--- src/rtl/tuner_pkg.sv ---
// tuner_pkg: shared tuner constants, CIC word type and ratio sanitiser
package tuner_pkg;
    localparam int DSZ = 16;
    localparam int CIC_N = 4;
    localparam int RLOG2MAX = 6;
    localparam int WSZ = DSZ + CIC_N * RLOG2MAX;
    typedef logic signed [WSZ-1:0] cic_word_t;
    // Out-of-range ratios fall back to decimate-by-2
    function automatic logic [2:0] eff_log2(input logic [2:0] d, input logic [2:0] max_log2);
        return (d == 3'd0 || d > max_log2) ? 3'd1 : d;
    endfunction
endpackage

--- src/rtl/cic_chan.sv ---
// cic_chan: one channel of the CIC decimator (integrators, combs, gain scaler)
module cic_chan #(
    parameter int DSZ = 16,
    parameter int N = 4,
    parameter int WSZ = 40
) (
    input  logic                  clk,
    input  logic                  reset,
    input  logic                  clear,
    input  logic                  strobe,
    input  logic [N-1:0]          valid,
    input  logic signed [DSZ-1:0] din,
    input  logic [2:0]            dec_log2,
    output logic signed [DSZ-1:0] dout
);
    typedef logic signed [WSZ-1:0] word_t;
    word_t din_r;
    word_t integ [N];
    word_t comb [N];
    word_t dly [N];
    word_t comb_in [N];
    word_t scaled;
    logic [N-1:0] en;
    assign en = {valid[N-2:0], strobe};
    assign scaled = comb[N-1] >>> (N * dec_log2);
    for (genvar g = 0; g < N; g++) begin : g_in
        if (g == 0) begin : g_first
            assign comb_in[g] = integ[N-1];
        end else begin : g_rest
            assign comb_in[g] = comb[g-1];
        end
    end
    // Integrators wrap freely; the combs undo the wrap exactly
    always_ff @(posedge clk) begin
        if (reset || clear) begin
            din_r <= '0;
            for (int k = 0; k < N; k++) begin
                integ[k] <= '0;
                comb[k] <= '0;
                dly[k] <= '0;
            end
        end else begin
            din_r <= WSZ'(din);
            integ[0] <= integ[0] + din_r;
            for (int k = 1; k < N; k++) integ[k] <= integ[k] + integ[k-1];
            for (int k = 0; k < N; k++) begin
                if (en[k]) begin
                    dly[k] <= comb_in[k];
                    comb[k] <= comb_in[k] - dly[k];
                end
            end
        end
    end
    always_ff @(posedge clk) begin
        if (reset) dout <= '0;
        else if (valid[N-1] && !clear) dout <= scaled[DSZ-1:0];
    end
endmodule

--- src/rtl/tuner_cic_decimator.sv ---
// tuner_cic_decimator: I/Q CIC decimator with runtime power-of-two ratio
// and a shared decimation counter / valid pipeline for both channels.
module tuner_cic_decimator #(
    parameter int DSZ = tuner_pkg::DSZ,
    parameter int N = tuner_pkg::CIC_N,
    parameter int RLOG2MAX = tuner_pkg::RLOG2MAX,
    parameter int WSZ = DSZ + N * RLOG2MAX
) (
    input  logic                  clk,
    input  logic                  reset,
    input  logic signed [DSZ-1:0] in_i,
    input  logic signed [DSZ-1:0] in_q,
    input  logic [2:0]            dec_log2,
    output logic signed [DSZ-1:0] out_i,
    output logic signed [DSZ-1:0] out_q,
    output logic                  out_valid
);
    import tuner_pkg::*;
    logic [2:0] dec_reg;
    logic [2:0] ratio;
    logic [RLOG2MAX-1:0] cnt;
    logic [N:0] vpipe;
    logic clear;
    logic strobe;
    // A ratio change restarts the whole filter from zero state
    assign clear = dec_log2 != dec_reg;
    assign ratio = eff_log2(dec_reg, 3'(RLOG2MAX));
    assign strobe = cnt == RLOG2MAX'((1 << ratio) - 1);
    assign out_valid = vpipe[N];
    always_ff @(posedge clk) begin
        dec_reg <= dec_log2;
        if (reset || clear) begin
            cnt <= '0;
            vpipe <= '0;
        end else begin
            cnt <= strobe ? '0 : cnt + 1'b1;
            vpipe <= {vpipe[N-1:0], strobe};
        end
    end
    cic_chan #(.DSZ(DSZ), .N(N), .WSZ(WSZ)) u_chan_i (
        .clk(clk), .reset(reset), .clear(clear), .strobe(strobe),
        .valid(vpipe[N-1:0]), .din(in_i), .dec_log2(ratio), .dout(out_i)
    );
    cic_chan #(.DSZ(DSZ), .N(N), .WSZ(WSZ)) u_chan_q (
        .clk(clk), .reset(reset), .clear(clear), .strobe(strobe),
        .valid(vpipe[N-1:0]), .din(in_q), .dec_log2(ratio), .dout(out_q)
    );
endmodule

--- config.mk ---
export PLATFORM = sky130hd
export DESIGN_NAME = tuner_cic_decimator
export DESIGN_NICKNAME = d
export VERILOG_FILES = /design/src/rtl/tuner_pkg.sv /design/src/rtl/cic_chan.sv /design/src/rtl/tuner_cic_decimator.sv
export SDC_FILE = /design/constraint.sdc
export NUM_CORES = 2
export LEC_CHECK = 0
export CORE_ASPECT_RATIO = 1.5
export CORE_MARGIN = 2
export CORE_UTILIZATION = 44
export CTS_BUF_LIST = sky130_fd_sc_hd__clkbuf_2 sky130_fd_sc_hd__clkbuf_4 sky130_fd_sc_hd__clkbuf_8
export DETAILED_ROUTE_END_ITERATION = 10
export GPL_TIMING_DRIVEN = 1
export PLACE_DENSITY_LB_ADDON = 0.1
export SLEW_MARGIN = 30
export SYNTH_ARGS = -nofsm -noshare
export SYNTH_HDL_FRONTEND = slang
export SYNTH_HIERARCHICAL = 1
export SYNTH_SLANG_ARGS = --single-unit
--- constraint.sdc ---
create_clock -name clk -period 5.1 [get_ports clk]
set_input_delay 1.53 -clock clk [delete_from_list [all_inputs] [get_ports clk]]
set_output_delay 1.53 -clock clk [all_outputs]
set_load 0.01 [all_outputs]
Word-level counts from Yosys, hierarchy flattened:

Memories as Yosys holds them, arrays and structs flattened.
Index checks and enable logic that the tools add are counted.

* register bits: 78
* bits in latches: 0
* RAM bits: 960
* bits in read-only memories: 0
* input port bits: 37
* output and inout bits: 33
* word-level logic and storage cells: 107
* memories: 6

Memory list
* u_chan_i.comb: depth 4, bits a word 40, rd ports 4, clocked after Yosys merged registers in 0, write ports 4, RTL line cic_chan.sv:19 `word_t comb [N];`
* u_chan_i.dly: depth 4, bits a word 40, rd ports 4, clocked after Yosys merged registers in 0, write ports 4, RTL line cic_chan.sv:20 `word_t dly [N];`
* u_chan_i.integ: depth 4, bits a word 40, rd ports 4, clocked after Yosys merged registers in 0, write ports 4, RTL line cic_chan.sv:18 `word_t integ [N];`
* u_chan_q.comb: depth 4, bits a word 40, rd ports 4, clocked after Yosys merged registers in 0, write ports 4, RTL line cic_chan.sv:19
* u_chan_q.dly: depth 4, bits a word 40, rd ports 4, clocked after Yosys merged registers in 0, write ports 4, RTL line cic_chan.sv:20
* u_chan_q.integ: depth 4, bits a word 40, rd ports 4, clocked after Yosys merged registers in 0, write ports 4, RTL line cic_chan.sv:18

* add/sub/neg operators: 18
* multiply operators: 0
* divide/modulo/power cells: 0
* magnitude comparators: 1
* eq/ne operators: 2
* shift-type cells: 3
* muxes and demuxes: 40
* bitwise operators: 24
* reductions and logical operators: 6

Operators by type and width (number)
* $mux 40: 24
* $sub 40x40->40: 8
* $add 40x40->40: 6
* $add 40x16->40: 2
* $sshr 40x5->16: 2
* $or 1x1->1: 24
* $mux 1: 15
* $add 6x1->6 const B: 1
* $eq 6x6->1: 1
* $shl 1x3->6 const A: 1
* $sub 6x2->6 const B: 1
* $gt 3x3->1 const B: 1
* $logic_not 3->1: 1
* $mux 3: 1
* $ne 3x3->1: 1
* $logic_or 1x1->1: 2
* $reduce_or 2->1: 1
* $logic_and 1x1->1: 1
* $logic_not 1->1: 1

Longest topological paths before layout:

* word-level depth: 10
* depth in mapped cells: 13

Modules after synthesis:

Netlist, hierarchy kept.

Modules (own cells, without submodules)
* cic_chan at u_chan_i: times used 1, cells each 3734, area each 34632.0 µm², seq. area each 13452.9 µm²
* cic_chan at u_chan_q: times used 1, cells each 3606, area each 33826.2 µm², seq. area each 13452.9 µm²
* tuner_cic_decimator: times used 1, cells each 67, area each 695.7 µm², seq. area each 280.3 µm²

Least setup slack after synthesis:

Ideal clock, no wire load.

* kind: in2reg
* from: in dec_log2[2]
* to: mem u_chan_i/comb[0][120] (netlist bit) (enable)
* library setup time: 442 ps
* arrival: 4001 ps
* path slack: 657 ps
* cell stages on the path: 4
* path buffers: 1
* path through: xor2_1 > or3_4 > clkbuf_1 > or3_1

RTL lines
* start, declared: RTL line tuner_cic_decimator.sv:13 `input logic [2:0] dec_log2,`
* end, declared: RTL line cic_chan.sv:19

==> impl_metrics.yaml <==
final_layout:
  regArea_sq_mm: 0.0272
  fillers: 14779
  final_layout_size_suffix_gt1_share_pct: 6.93
  final_cell_mix: "850 x nor2_1, 640 x edfxtp_1, 626 x ha_1"
  final_nets: 8056
  finalInstanceArea_sq_mm: 0.0756
  final_common_cell: "nor2_1"
  multiInputGateArea_sq_mm: 0.0392
  final_core_util_pct: 48.3
  area_growth_pct: 9.29
timing:
  finalSetupTns_ps: 0
  finalCritPeriodShare_pct: 74.7
  setup_viol: 0
  skew_ps: 39.2
  relSlewSlack_pct: 34.7
  worst_pin_slew_ps: 969
  max_freq_mhz: 262
  drv_slew: 0
  final_hold_viol_count: 0
  rsz0062_at_grt: "no"
  min_period_ps: 3810
route:
  via_per_inst: 5.38
  routedWlPerCell_microns: 15.5
  drt_iter0_markers: 2142
  drt_wl_total_mm: 149
  drt_first_pass_iters: 5
  vias: 51554
  drtAntennaViolNets: 0
  route.detailed.drc: 0
logic_synthesis:
  synth_edf_count: 640
  syn_inst: 7407
  synth.distinct_cells: 106
  yosysWarnings: 6
  syn_area_sq_mm: 0.0692
  ys_seq_area_share_pct: 39.3
  synth.avg_cell_area_sq_um: 9.34
  ys_seq_elements: 1038
  async_reset_ff_share_pct: 0
  syn-num-nets: 8086
  synth_ff_type: "edfxtp_1"
clocking:
  post_cts_buffers: 0
  cts_buffers: 174
  cts.clk_slew.worst_paths_ps: 60
  cts_hold_buffers: 0
  clkSinkCount: 1038
  cts.repair.resized: 0
  cts_tree: "yes"
  root_buffer: "clkbuf_8"
  clk_path_buf_depth: 3
  clock_latency_ps: 940
  htree_levels: 4
global_routing:
  grt_max_degree: 93
  grt_pass1_wl_mm: 245
  antenna_found_initial: 1
  grt_pass1_vias: 51123
  grt_use_total_pct: 18.3
  gr-total-overflow: 0
placement:
  dpl.hpwl_mm: 114
  gp_congestion: 0.861
  portBuffers: 69
  placed_cell_area_sq_mm: 0.0717
setup_path:
  crit_slowest_cell: "o41ai_1"
  critPathBufInv: 0
  path_delay_family: "compound AO/OA/AOI/OAI gates"
  crit_required_ps: 5720
  worstSetupStartpointType: "register"
  path_common_cell: "o21ai_1"
  worstSetupPathType: "reg -> reg"
  path_cells: "ha_1, fa_1, and2b_1, o31a_1, o22a_1, nor4b_1, o21ai_1, and2_1, o21ai_1, a41oi_1, o41ai_1, mux2i_1"
  end_kind: "register"
  crit_arrival_ps: 4430
  crit_path_max_fanout: 4
  max_stage_delay_ps: 480
floorplan:
  core-area_sq_mm: 0.157
  start_util_pct: 44.2
  fp.dieArea_sq_mm: 0.160
  die_h_microns: 490
  die_x_microns: 328
  rows: 178
  io_pins: 70
power_and_ir_drop:
  power_density_mw_per_mm2: 279
  cellLeakagePower_nw: 34.2
  ir_worst_vdd_v: 0.000237
outcome:
  status: "completed"
hold_path:
  min_path_type: "reg -> reg"
flow_run:
  maxCapViolations: 0
Yosys cell counts (all sizes together), types with 12 or more instances:
master	n	area (sq um)
nor4	15	109
nand3	130	651
a41oi	21	206
dfxtp	398	7970
nand4	112	701
edfxtp	640	19200
a21oi	569	2870
or2	31	194
a311oi	15	156
nand2	389	1460
a221oi	19	191
o21bai	88	661
nor3	123	626
o21a	70	526
o31a	14	123
buf	18	110
inv	436	1640
and3	357	2230
a2111oi	18	233
and2	90	563
o211ai	32	260
xnor2	272	2380
nor3b	23	183
mux2i	77	771
nand2b	56	350
a211oi	123	968
a21o	368	2760
clkbuf	308	1160
nor2	853	3200
a211o	15	131
nor2b	82	513
ha	626	7830
mux4	39	878
fa	16	320
and4	24	210
a31o	12	105
o21ai	340	1720
a31oi	78	500
or3	41	262
xor2	260	2280
a21boi	23	184
o31ai	35	283
cell type report:
cell class	instances	area share, %
clock inverters	70	0.924
repair buffers	120	1.65
flip-flops and latches	1038	36.0
well taps	2070	3.43
clock buffers	246	4.05
diodes	2	0.00662
multi-input cells	5607	51.8
inverters	436	2.17
report_power, final:
group / internal, W / leakage [nW] / switching [W]
Combinational: 0.00166 / 21.4 / 0.00222
Sequential: 0.00911 / 10.9 / 0.000116
Clock: 0.00446 / 1.97 / 0.00354
Total: 0.0152 / 34.2 / 0.00587
per-stage QoR:
| stage | total power [W] | hold slack [ps] | cells | setup slack (ps) |
|---|---|---|---|---|
| 2_1_floorplan | 0.0124 | 437 | 7407 | 657 |
| 3_3_place_gp | 0.0132 | 488 | 9264 | 882 |
| 3_5_place_dp | 0.0133 | 493 | 9265 | 827 |
| 4_1_cts | 0.0214 | 501 | 9581 | 1300 |
| 5_1_grt | 0.0222 | 519 | 9589 | 1030 |
| 6_report | 0.0211 | 494 | 9589 | 1290 |
metal layers:
metal / part of all wire [%] / up-vias / global-route usage (%)
li1: - / 27003 / -
met1: 41 / 23593 / 20.0
met2: 52 / 634 / 34.9
met3: 2.5 / 324 / 2.51
met4: 3.9 / 0 / 7.96
met5: 0 / - / 0
cells by family after synthesis:
logic type | synth area share (%)
and+or+nand+nor | 16.7
AOI/OAI and AO/OA | 18.8
DFF | 39.3
buffers and inverters | 4.20
adders and majority gates | 11.8
xor gates and xnor gates | 6.75
muxes | 2.50
other | 0.00542
worst reg2reg max path: stages, from the launching register on:
cell      delay, ps
edfxtp_1        370
ha_1            240
fa_1            380
and2b_1         240
o31a_1          180
o22a_1          220
nor4b_1         360
o21ai_1         170
and2_1          200
o21ai_1         290
a41oi_1         270
o41ai_1         480
mux2i_1         150
path summary, 6_finish.rpt:
| kind | from | endpoint | slack, ps | depth (start not counted) |
|---|---|---|---|---|
| setup / recovery | u_chan_q/dly[0][80] | u_chan_q/comb[0][118] | 1290 | 12 |
| hold / removal | u_chan_q/dout[14] | u_chan_q/dout[14] | 490 | 2 |
| setup reg to reg | u_chan_q/dly[0][80] | u_chan_q/comb[0][118] | 1290 | 12 |
| hold reg to reg | u_chan_q/dout[14] | u_chan_q/dout[14] | 490 | 2 |
Note: power is estimated with default switching activity, not from simulation.
